===== config.mk =====
export PLATFORM = sky130hd
export DESIGN_NAME = hdmi_island_scheduler
export DESIGN_NICKNAME = d
export VERILOG_FILES = /design/src/rtl/hdmi_island_scheduler.sv
export SDC_FILE = /design/constraint.sdc
export NUM_CORES = 1
export LEC_CHECK = 0
export ABC_AREA = 1
export CAP_MARGIN = 20
export CORE_MARGIN = 2
export CORE_UTILIZATION = 45
export DETAILED_ROUTE_END_ITERATION = 6
export GPL_ROUTABILITY_DRIVEN = 0
export GPL_TIMING_DRIVEN = 1
export PLACE_DENSITY = 0.68
export SLEW_MARGIN = 20
export SYNTH_ARGS = -nofsm -noshare
export SYNTH_HDL_FRONTEND = slang
export SYNTH_SLANG_ARGS = --single-unit

===== constraint.sdc =====
create_clock -name i_pixclk -period 2.4 [get_ports i_pixclk]
set_input_delay 0.36 -clock i_pixclk [delete_from_list [all_inputs] [get_ports i_pixclk]]
set_output_delay 0.36 -clock i_pixclk [all_outputs]
set_load 0.02 [all_outputs]

===== src/rtl/hdmi_island_scheduler.sv =====
// hdmi_island_scheduler
//   Sequences HDMI data-island periods inside horizontal blanking and arbitrates
//   four packet sources (ACR, audio sample, AVI infoframe, audio infoframe) onto
//   the shared TERC4 packet encoder.  Island shape:
//     preamble (PREAMBLE) -> leading guard (GUARD) -> n x packet (PKT_LEN)
//     -> trailing guard (GUARD) -> idle.
//   Ports:
//     i_pixclk, i_reset_n   pixel clock, synchronous active-low reset
//     i_hSync               horizontal sync, either polarity (edge detected)
//     i_blank               1 = blanking; falling mid-island aborts the island
//     i_enable              0 = suppress all islands
//     i_req[3:0]            requests: [0] ACR, [1] audio, [2] AVI IF, [3] audio IF
//     o_grant[3:0]          one-hot grant, held for the whole packet
//     o_pkt_start           first cycle of each packet
//     o_pkt_offset[4:0]     cycle index within the packet
//     o_first               high during the island's first packet
//     o_preamble, o_guard   preamble / guard-band periods
//     o_island              packet window (TERC4 data enable)
//     o_abort               1-cycle pulse when an island is truncated
//   All outputs are registered.
module hdmi_island_scheduler #(
  parameter int unsigned MAX_PKTS = 2,
  parameter int unsigned PREAMBLE = 8,
  parameter int unsigned GUARD    = 2,
  parameter int unsigned PKT_LEN  = 32
) (
  input  logic       i_pixclk,
  input  logic       i_reset_n,
  input  logic       i_hSync,
  input  logic       i_blank,
  input  logic       i_enable,
  input  logic [3:0] i_req,
  output logic [3:0] o_grant,
  output logic       o_pkt_start,
  output logic [4:0] o_pkt_offset,
  output logic       o_first,
  output logic       o_preamble,
  output logic       o_guard,
  output logic       o_island,
  output logic       o_abort
);

  typedef enum logic [2:0] {IDLE, PRE, LGB, PKT, TGB} state_t;

  localparam logic [7:0] PRE_LAST = 8'(PREAMBLE - 1);
  localparam logic [7:0] GRD_LAST = 8'(GUARD - 1);
  localparam logic [4:0] OFF_LAST = 5'(PKT_LEN - 1);
  localparam logic [4:0] MAX_P    = 5'(MAX_PKTS);

  state_t     state, stateN;
  logic [7:0] cnt, cntN;
  logic [4:0] pktCnt, pktCntN;
  logic [4:0] offN;
  logic [3:0] grantN, pick;
  logic       firstN, abortN;
  logic       hSyncQ;
  logic       armed, armedN;
  logic       rrPtr, rrN, rrCur;   // 0 = AVI next, 1 = audio IF next
  logic       edgeSeen, arbitrate;

  always_comb begin
    stateN    = state;
    cntN      = '0;
    offN      = '0;
    grantN    = o_grant;
    firstN    = o_first;
    pktCntN   = pktCnt;
    rrN       = rrPtr;
    rrCur     = rrPtr;
    abortN    = 1'b0;
    arbitrate = 1'b0;
    pick      = '0;

    // Only the first hSync edge after blank rises may start an island,
    // whether or not it is acted on.
    edgeSeen = i_blank && armed && (hSyncQ != i_hSync);
    armedN   = armed;
    if (!i_blank)
      armedN = 1'b1;
    else if (edgeSeen)
      armedN = 1'b0;

    case (state)
      IDLE: if (edgeSeen && i_enable && (i_req != '0)) begin
        stateN  = PRE;
        pktCntN = '0;
      end
      PRE: if (cnt == PRE_LAST) stateN = LGB;
           else cntN = cnt + 8'd1;
      LGB: if (cnt == GRD_LAST) arbitrate = 1'b1;
           else cntN = cnt + 8'd1;
      PKT: if (o_pkt_offset == OFF_LAST) begin
        // Round-robin advances only once an infoframe packet completes,
        // so an aborted infoframe is served again next line.
        arbitrate = 1'b1;
        if (o_grant[2])      rrCur = 1'b1;
        else if (o_grant[3]) rrCur = 1'b0;
        rrN = rrCur;
      end else begin
        offN = o_pkt_offset + 5'd1;
      end
      TGB: if (cnt == GRD_LAST) stateN = IDLE;
           else cntN = cnt + 8'd1;
      default: stateN = IDLE;
    endcase

    if (arbitrate) begin
      if (pktCnt < MAX_P) begin
        if (i_req[0])                pick = 4'b0001;
        else if (i_req[1])           pick = 4'b0010;
        else if (i_req[2] && i_req[3]) pick = rrCur ? 4'b1000 : 4'b0100;
        else if (i_req[2])           pick = 4'b0100;
        else if (i_req[3])           pick = 4'b1000;
      end
      if (pick != '0) begin
        stateN  = PKT;
        grantN  = pick;
        offN    = '0;
        firstN  = (pktCnt == '0);
        pktCntN = (pktCnt == 5'd31) ? pktCnt : pktCnt + 5'd1;
      end else begin
        stateN  = TGB;
        grantN  = '0;
        firstN  = 1'b0;
        cntN    = '0;
      end
    end

    if ((state != IDLE) && !i_blank) begin
      stateN = IDLE;
      abortN = 1'b1;
      rrN    = rrPtr;
      grantN = '0;
      firstN = 1'b0;
      offN   = '0;
      cntN   = '0;
    end
  end

  // Outputs are decoded from the next state so they line up with it.
  always_ff @(posedge i_pixclk) begin
    if (!i_reset_n) begin
      state        <= IDLE;
      cnt          <= '0;
      pktCnt       <= '0;
      hSyncQ       <= 1'b0;
      armed        <= 1'b0;
      rrPtr        <= 1'b0;
      o_grant      <= '0;
      o_pkt_start  <= 1'b0;
      o_pkt_offset <= '0;
      o_first      <= 1'b0;
      o_preamble   <= 1'b0;
      o_guard      <= 1'b0;
      o_island     <= 1'b0;
      o_abort      <= 1'b0;
    end else begin
      state        <= stateN;
      cnt          <= cntN;
      pktCnt       <= pktCntN;
      hSyncQ       <= i_hSync;
      armed        <= armedN;
      rrPtr        <= rrN;
      o_grant      <= (stateN == PKT) ? grantN : '0;
      o_pkt_start  <= (stateN == PKT) && (offN == '0);
      o_pkt_offset <= (stateN == PKT) ? offN : '0;
      o_first      <= (stateN == PKT) && firstN;
      o_preamble   <= (stateN == PRE);
      o_guard      <= (stateN == LGB) || (stateN == TGB);
      o_island     <= (stateN == PKT);
      o_abort      <= abortN;
    end
  end

endmodule


==> out/results.ini, run 1 <==
[floorplanning]
core_um2 = 3690
die-area_um2 = 4410
num_io_pins = 24
die_w_um = 66.4
rows = 22
die_y_um = 66.4
start_util_pct = 47.5

[placement]
dpl-instance-area_um2 = 2030
io_buffers = 23
dp.cells = 308
hpwl_mm = 2.60

[routing]
drtPass1Iterations = 4
wire_per_inst_um = 10.4
wl_mm = 3.30
ant_nets = 0
via_per_inst = 4.68
num_vias = 1478
drcViolationCount = 0
first_iter_violations = 74

[cts]
cts_buffer_depth = 2
cts.sinks = 34
insertion_delay_ps = 280
cts_root_buffer = clkbuf_8
cts_tree = built
clk_pin_slew_ps = 70
cts_made_buffers = 5
cts_setup_buffers = 0
holdBufCountCts = 0
ctsHtreeMaxLevel = 2
ctsResizeCount = 0

[setup_path]
max_stage_delay_ps = 380
endpoint_kind = flip-flop
critPathKind = reg2reg
crit_path_frequent_cell = nor2_1
cp_cell_sequence = ha_1, nand2_1, nor2_1, ha_2, nand2_1, nand2_2, nor2_1, nor2_2, nand4_2, buf_4, nor2_1
critPathLaunchType = flip-flop
cp.arrival_ps = 2250
crit_family = simple AND/OR/NAND/NOR gates
worst-path-max-fanout = 12
reg2reg_from = o_pkt_offset[0]
crit_start = o_pkt_offset[0]
crit_path_top_delay_cell = dfxtp_1
crit_buf_inv = 1
worst-endpoint-required_ps = 2620

[grt]
grt_max_degree = 13
overflow = 0
first_global_vias = 1328
antenna_found_initial = 0
grt_pass1_wl_mm = 5.67
track_usage_pct = 17.2

[sta]
fin_crit_ps = 2030
slew_violations = 0
fmax_ghz = 0.493
worst_slew_pin_slew_ps = 383
setup_violations = 0
slew_headroom_pct = 74.3
rsz0062_at_grt = false
hold_violations = 0
fin_skew_ps = 2.10
setup-tns-final_ps = 0
holdWs_ps = 464
fin_crit_sh_pct = 84.5

[yosys]
synth.distinct_cells = 31
synth_most_common_cell = nand2_1
synth_cells = 238
synthFlopType = dfxtp_1
synth-edff-count = 0
ys_async_sr_fraction_pct = 0
synth_area_um2 = 1750
ys_warn_count = 0
synth_largest_area_cell = dfxtp_1
synth_fp_nets = 254
synthTopCellsByCount = nand2_1, nor2_1, dfxtp_1
synth_area_leaders = dfxtp_1, nand2_1, nor2_1
synth.avg_cell_area_um2 = 7.36
yosysSeqAreaShare_pct = 38.9
ys_ff_latch = 34
synth_top_area_share_pct = 38.9

[run_status]
status = complete, no violations

[final_layout]
diodes = 0
instances_no_fill = 316
design_area_um2 = 2140
drive_gt1_share_pct = 15.3
layout.nets = 283
syn2layout_area_growth_pct = 22.3
postLayoutCoreUtil_pct = 58.1

[worst_hold_path]
hp-start = armed
hp-class = reg2reg

[job]
maxCapViolations = 0

[power]
vdd_drop_max_mv = 0.339
power.density_nw_per_um2 = 518
p_leak_uw = 0.000960

[layout make-up]
cell class              instances  area (um^2)
clock buffers                   8          110
fillers                       346         1550
inverters                      34          128
multi-input cells             168          926
flip-flops and latches         34          681
well taps                      48         60.1
repair buffers                 24          238
[worst reg2reg max path, stage by stage (launching register included)]
cell and delay [ps]:
dfxtp_1 380, ha_1 170, nand2_1 60, nor2_1 100, ha_2 220, nand2_1 140, nand2_2 250, nor2_1 100
nor2_2 150, nand4_2 90, buf_4 210, nor2_1 100
[flip-flops by register name (all words and copies together) (netlist names)]
| name | cells |
|---|---|
| armed | 1 |
| cnt | 8 |
| hSyncQ | 1 |
| o_abort | 1 |
| o_first | 1 |
| o_grant | 4 |
| o_guard | 1 |
| o_island | 1 |
| o_pkt_offset | 5 |
| o_pkt_start | 1 |
| o_preamble | 1 |
| pktCnt | 5 |
| rrPtr | 1 |
| state | 3 |
[final timing paths]
| path | to | slack [ps] | cells past startpoint |
|---|---|---|---|
| worst max register to register | o_first | 370 | 11 |
| worst max-delay path | o_first | 370 | 11 |
| worst min-delay path | armed | 460 | 2 |
| worst min register to register | armed | 460 | 2 |
[layout by cell type, fill, tap and decap left out, types with 2 or more instances in the layout]
cell             instances
a21oi_1                  2
clkbuf_8                 8
clkdlybuf4s50_1         23
dfxtp_1                 34
ha_1                     6
inv_1                   32
inv_2                    2
nand2_1                 47
nand2_2                  6
nand3_1                 19
nand3_2                  4
nand3b_1                 3
nand4_1                  3
nor2_1                  43
nor2_2                  10
o21ai_0                  2
or2_2                    2
xnor2_1                  3
xor2_1                   4
[report_power, final]
| part | internal [uW] | switching [uW] | total (uW) |
|---|---|---|---|
| Sequential | 568 | 1.95 | 569 |
| Combinational | 23.5 | 28.1 | 51.6 |
| Clock | 290 | 198 | 488 |
| Total | 881 | 229 | 1110 |
[kinds of logic (layout without fill, tap and decap cells)]
kind of cell               Yosys count  count (layout)  synth area share, %
AOI/OAI and AO/OA                    7               7                 2.36
xor gates and xnor gates             7               7                 3.50
and+or+nand+nor                    146             146                 41.1
muxes                                1               1                0.643
DFF                                 34              34                 38.9
buffers and inverters               36              66                 8.57
adders and majority gates            7               7                 5.00
[metrics by stage]
step	setup WS [ps]	power (uW)
floorplan	426	611
CTS	186	1120
finish	371	1110
global placement	293	634
detailed placement	229	634
global route	10.1	1160
[routing by layer]
layer / global-route usage [%] / wire length (um) / up-vias
met5: 0 / 0 / -
met4: 7.14 / 53 / 0
met3: 4.60 / 123 / 7
met2: 28.7 / 1650 / 27
met1: 20.6 / 1480 / 647
li1: - / - / 797
Power figures use the tool's default switching activity.
==> run 2: changes to the inputs <==
--- a/config.mk
+++ b/config.mk
@@ -12,7 +12,7 @@
 export DETAILED_ROUTE_END_ITERATION = 6
 export GPL_ROUTABILITY_DRIVEN = 0
 export GPL_TIMING_DRIVEN = 1
-export PLACE_DENSITY = 0.68
+export PLACE_DENSITY = 0.7
 export SLEW_MARGIN = 20
 export SYNTH_ARGS = -nofsm -noshare
 export SYNTH_HDL_FRONTEND = slang
==> constraint.sdc (replaced) <==
create_clock -name i_pixclk -period 1.8 [get_ports i_pixclk]
set_input_delay 0.27 -clock i_pixclk [delete_from_list [all_inputs] [get_ports i_pixclk]]
set_output_delay 0.27 -clock i_pixclk [all_outputs]
set_load 0.02 [all_outputs]
==> out/results.ini, run 2 (synthesized netlist as in run 1, its figures left out) <==
[run_status]
status = finished, violations left  ; was complete, no violations
violations = negative setup slack

[cts]
holdBufCountCts = 0  ; unchanged
clk_pin_slew_ps = 60  ; was 70 ps
insertion_delay_ps = 280  ; about the same
cts.sinks = 34  ; unchanged
cts_root_buffer = clkbuf_8  ; unchanged
cts_made_buffers = 5  ; unchanged
cts_buffer_depth = 2  ; unchanged
cts_tree = built  ; unchanged
ctsHtreeMaxLevel = 2  ; unchanged

[final_layout]
layout_commonest_cell = nor2_1  ; was nand2_1
diodes = 0  ; unchanged
multi_input_area_um2 = 1120  ; was 926 um^2
layout_top_registers = cnt x8, o_pkt_offset x5, pktCnt x5  ; unchanged
largest-register = cnt  ; unchanged
regArea_um2 = 688  ; was 681 um^2
layout_common_cells = nor2_1, nand2_1, dfxtp_1  ; was nand2_1, nor2_1, dfxtp_1
syn2layout_area_growth_pct = 44.3  ; was 22.3%
largest_register_ffs = 8  ; unchanged
drive_gt1_share_pct = 29.8  ; was 15.3%
design_area_um2 = 2530  ; was 2140 um^2
layout.nets = 310  ; was 283
nFillCells = 315  ; was 346

[setup_path]
crit_buf_inv = 1  ; unchanged
critPathKind = reg2reg  ; unchanged
crit_family = simple AND/OR/NAND/NOR gates  ; unchanged
worst-endpoint-required_ps = 1980  ; was 2620 ps
cp.arrival_ps = 2030  ; was 2250 ps
crit_path_top_delay_cell = dfxtp_4  ; was dfxtp_1
crit_path_frequent_cell = nand2_4  ; was nor2_1
max_stage_delay_ps = 360  ; was 380 ps
crit_start = o_pkt_offset[0]  ; unchanged
critPathLaunchType = flip-flop  ; unchanged
cp_cell_sequence = ha_4, nand2_4, nor2_4, ha_4, nand2_2, inv_2, nand2_2, nand2_4, nand3_4, nand2_4, nand3_4, nand2_4, nand3b_1, nand2_1, nor2_1  ; was ha_1, nand2_1, nor2_1, ha_2, nand2_1, nand2_2, nor2_1, nor2_2, nand4_2, buf_4, nor2_1
endpoint_kind = flip-flop  ; unchanged
reg2reg_from = o_pkt_offset[0]  ; unchanged
rrSetupSlack_ps = -50  ; was 370 ps
worst-path-max-fanout = 4  ; was 12

[worst_hold_path]
hp-class = reg2reg  ; unchanged
hp-start = cnt[0]  ; was armed

[sta]
fin_crit_sh_pct = 103  ; was 84.5%
rsz0062_at_grt = true  ; was false
fin_crit_ps = 1850  ; was 2030 ps
fin_skew_ps = 2.33  ; was 2.10 ps
worst_slack_ps = -52.5  ; was 371 ps
setup_violations = 8  ; was 0
slew_headroom_pct = 78.3  ; was 74.3%
worst_slew_pin_slew_ps = 322  ; was 383 ps
fmax_ghz = 0.540  ; was 0.493 GHz
hold_violations = 0  ; unchanged
slew_violations = 0  ; unchanged

[routing]
via_per_inst = 4.69  ; was 4.68
drtPass1Iterations = 4  ; unchanged
first_iter_violations = 51  ; was 74
wire_per_inst_um = 11.4  ; was 10.4 um
num_vias = 1609  ; was 1478
ant_nets = 0  ; unchanged
drcViolationCount = 0  ; unchanged
wl_mm = 3.93  ; was 3.30 mm

[grt]
overflow = 0  ; unchanged
grt_pass1_wl_mm = 6.56  ; was 5.67 mm
track_usage_pct = 19.6  ; was 17.2%
antenna_found_initial = 0  ; unchanged
first_global_vias = 1591  ; was 1328
grt_max_degree = 11  ; was 13

[placement]
dpl-instance-area_um2 = 2230  ; was 2030 um^2
hpwl_mm = 2.79  ; was 2.60 mm
io_buffers = 23  ; unchanged

[power]
power_uw = 1390  ; was 1110 uW
p_leak_uw = 0.00113  ; was 0.000960 uW
vdd_drop_max_mv = 0.461  ; was 0.339 mV
power.density_nw_per_um2 = 549  ; was 518 nW/um^2

[floorplanning]
die-area_um2 = 4410  ; unchanged
rows = 22  ; unchanged
die_w_um = 66.4  ; unchanged
die_y_um = 66.4  ; unchanged
core_um2 = 3690  ; unchanged
start_util_pct = 47.5  ; unchanged
num_io_pins = 24  ; unchanged

[job]
maxCapViolations = 0  ; unchanged

run 2: routing by layer:
| metal | GRT usage, % | part of all wire, % |
|---|---|---|
| met5 | 0 | 0 |
| met4 | 11.0 | 3.2 |
| met3 | 4.26 | 2.6 |
| met2 | 33.4 | 51 |
| met1 | 22.5 | 43 |
run 2: power breakdown:
| group | leakage (uW) | internal, uW | switching, uW | total [uW] |
|---|---|---|---|---|
| logic | 0.000810 | 48.0 | 48.0 | 96.0 |
| clock network | 0.0000395 | 274 | 260 | 535 |
| registers | 0.000276 | 754 | 2.68 | 757 |
run 2: layout make-up:
class                      count  area share [%]
clock buffer                   8            3.17
inverter                      34            5.05
sequential                    34            27.2
timing repair buffer          51            18.0
tap                           48            2.38
multi-input combinational    168            44.2
run 2: through the flow:
step                      hold slack (ps)  setup WS [ps]  setup TNS [ps]  cells  util, %
after floorplan                       363          -33.1            -357    238        -
after global placement                435          -98.3           -1220    330     60.5
after detailed placement              441           -144           -1750    330     60.5
after CTS                             459          -30.9            -244    342     65.0
after global routing                  483           -187           -2000    343     68.5
final                                 453          -52.5            -117    343     68.5
run 2: worst paths after layout:
| kind | cells past startpoint | to |
|---|---|---|
| worst max-delay path | 15 | o_pkt_start |
| worst min-delay path | 1 | cnt[0] |
| worst max register to register | 15 | o_pkt_start |
| worst min register to register | 1 | cnt[0] |
run 2: repair_timing:
action | CTS | global route
endpoints found under the setup margin | 20 | 20
gates resized for setup | 14 | 28
pin swaps | 14 | 5
setup buffers | 4 | 1
hold endpoints to repair | 0 | 0
run 2: worst register-to-register path, delay by kind of cell (launching register included):
family | cells | cell delay (ps)
flip-flops | 1 | 360
AND/OR/NAND/NOR | 12 | 1030
adder cells (fa/ha/maj) | 2 | 310
buffers and inverters | 1 | 50
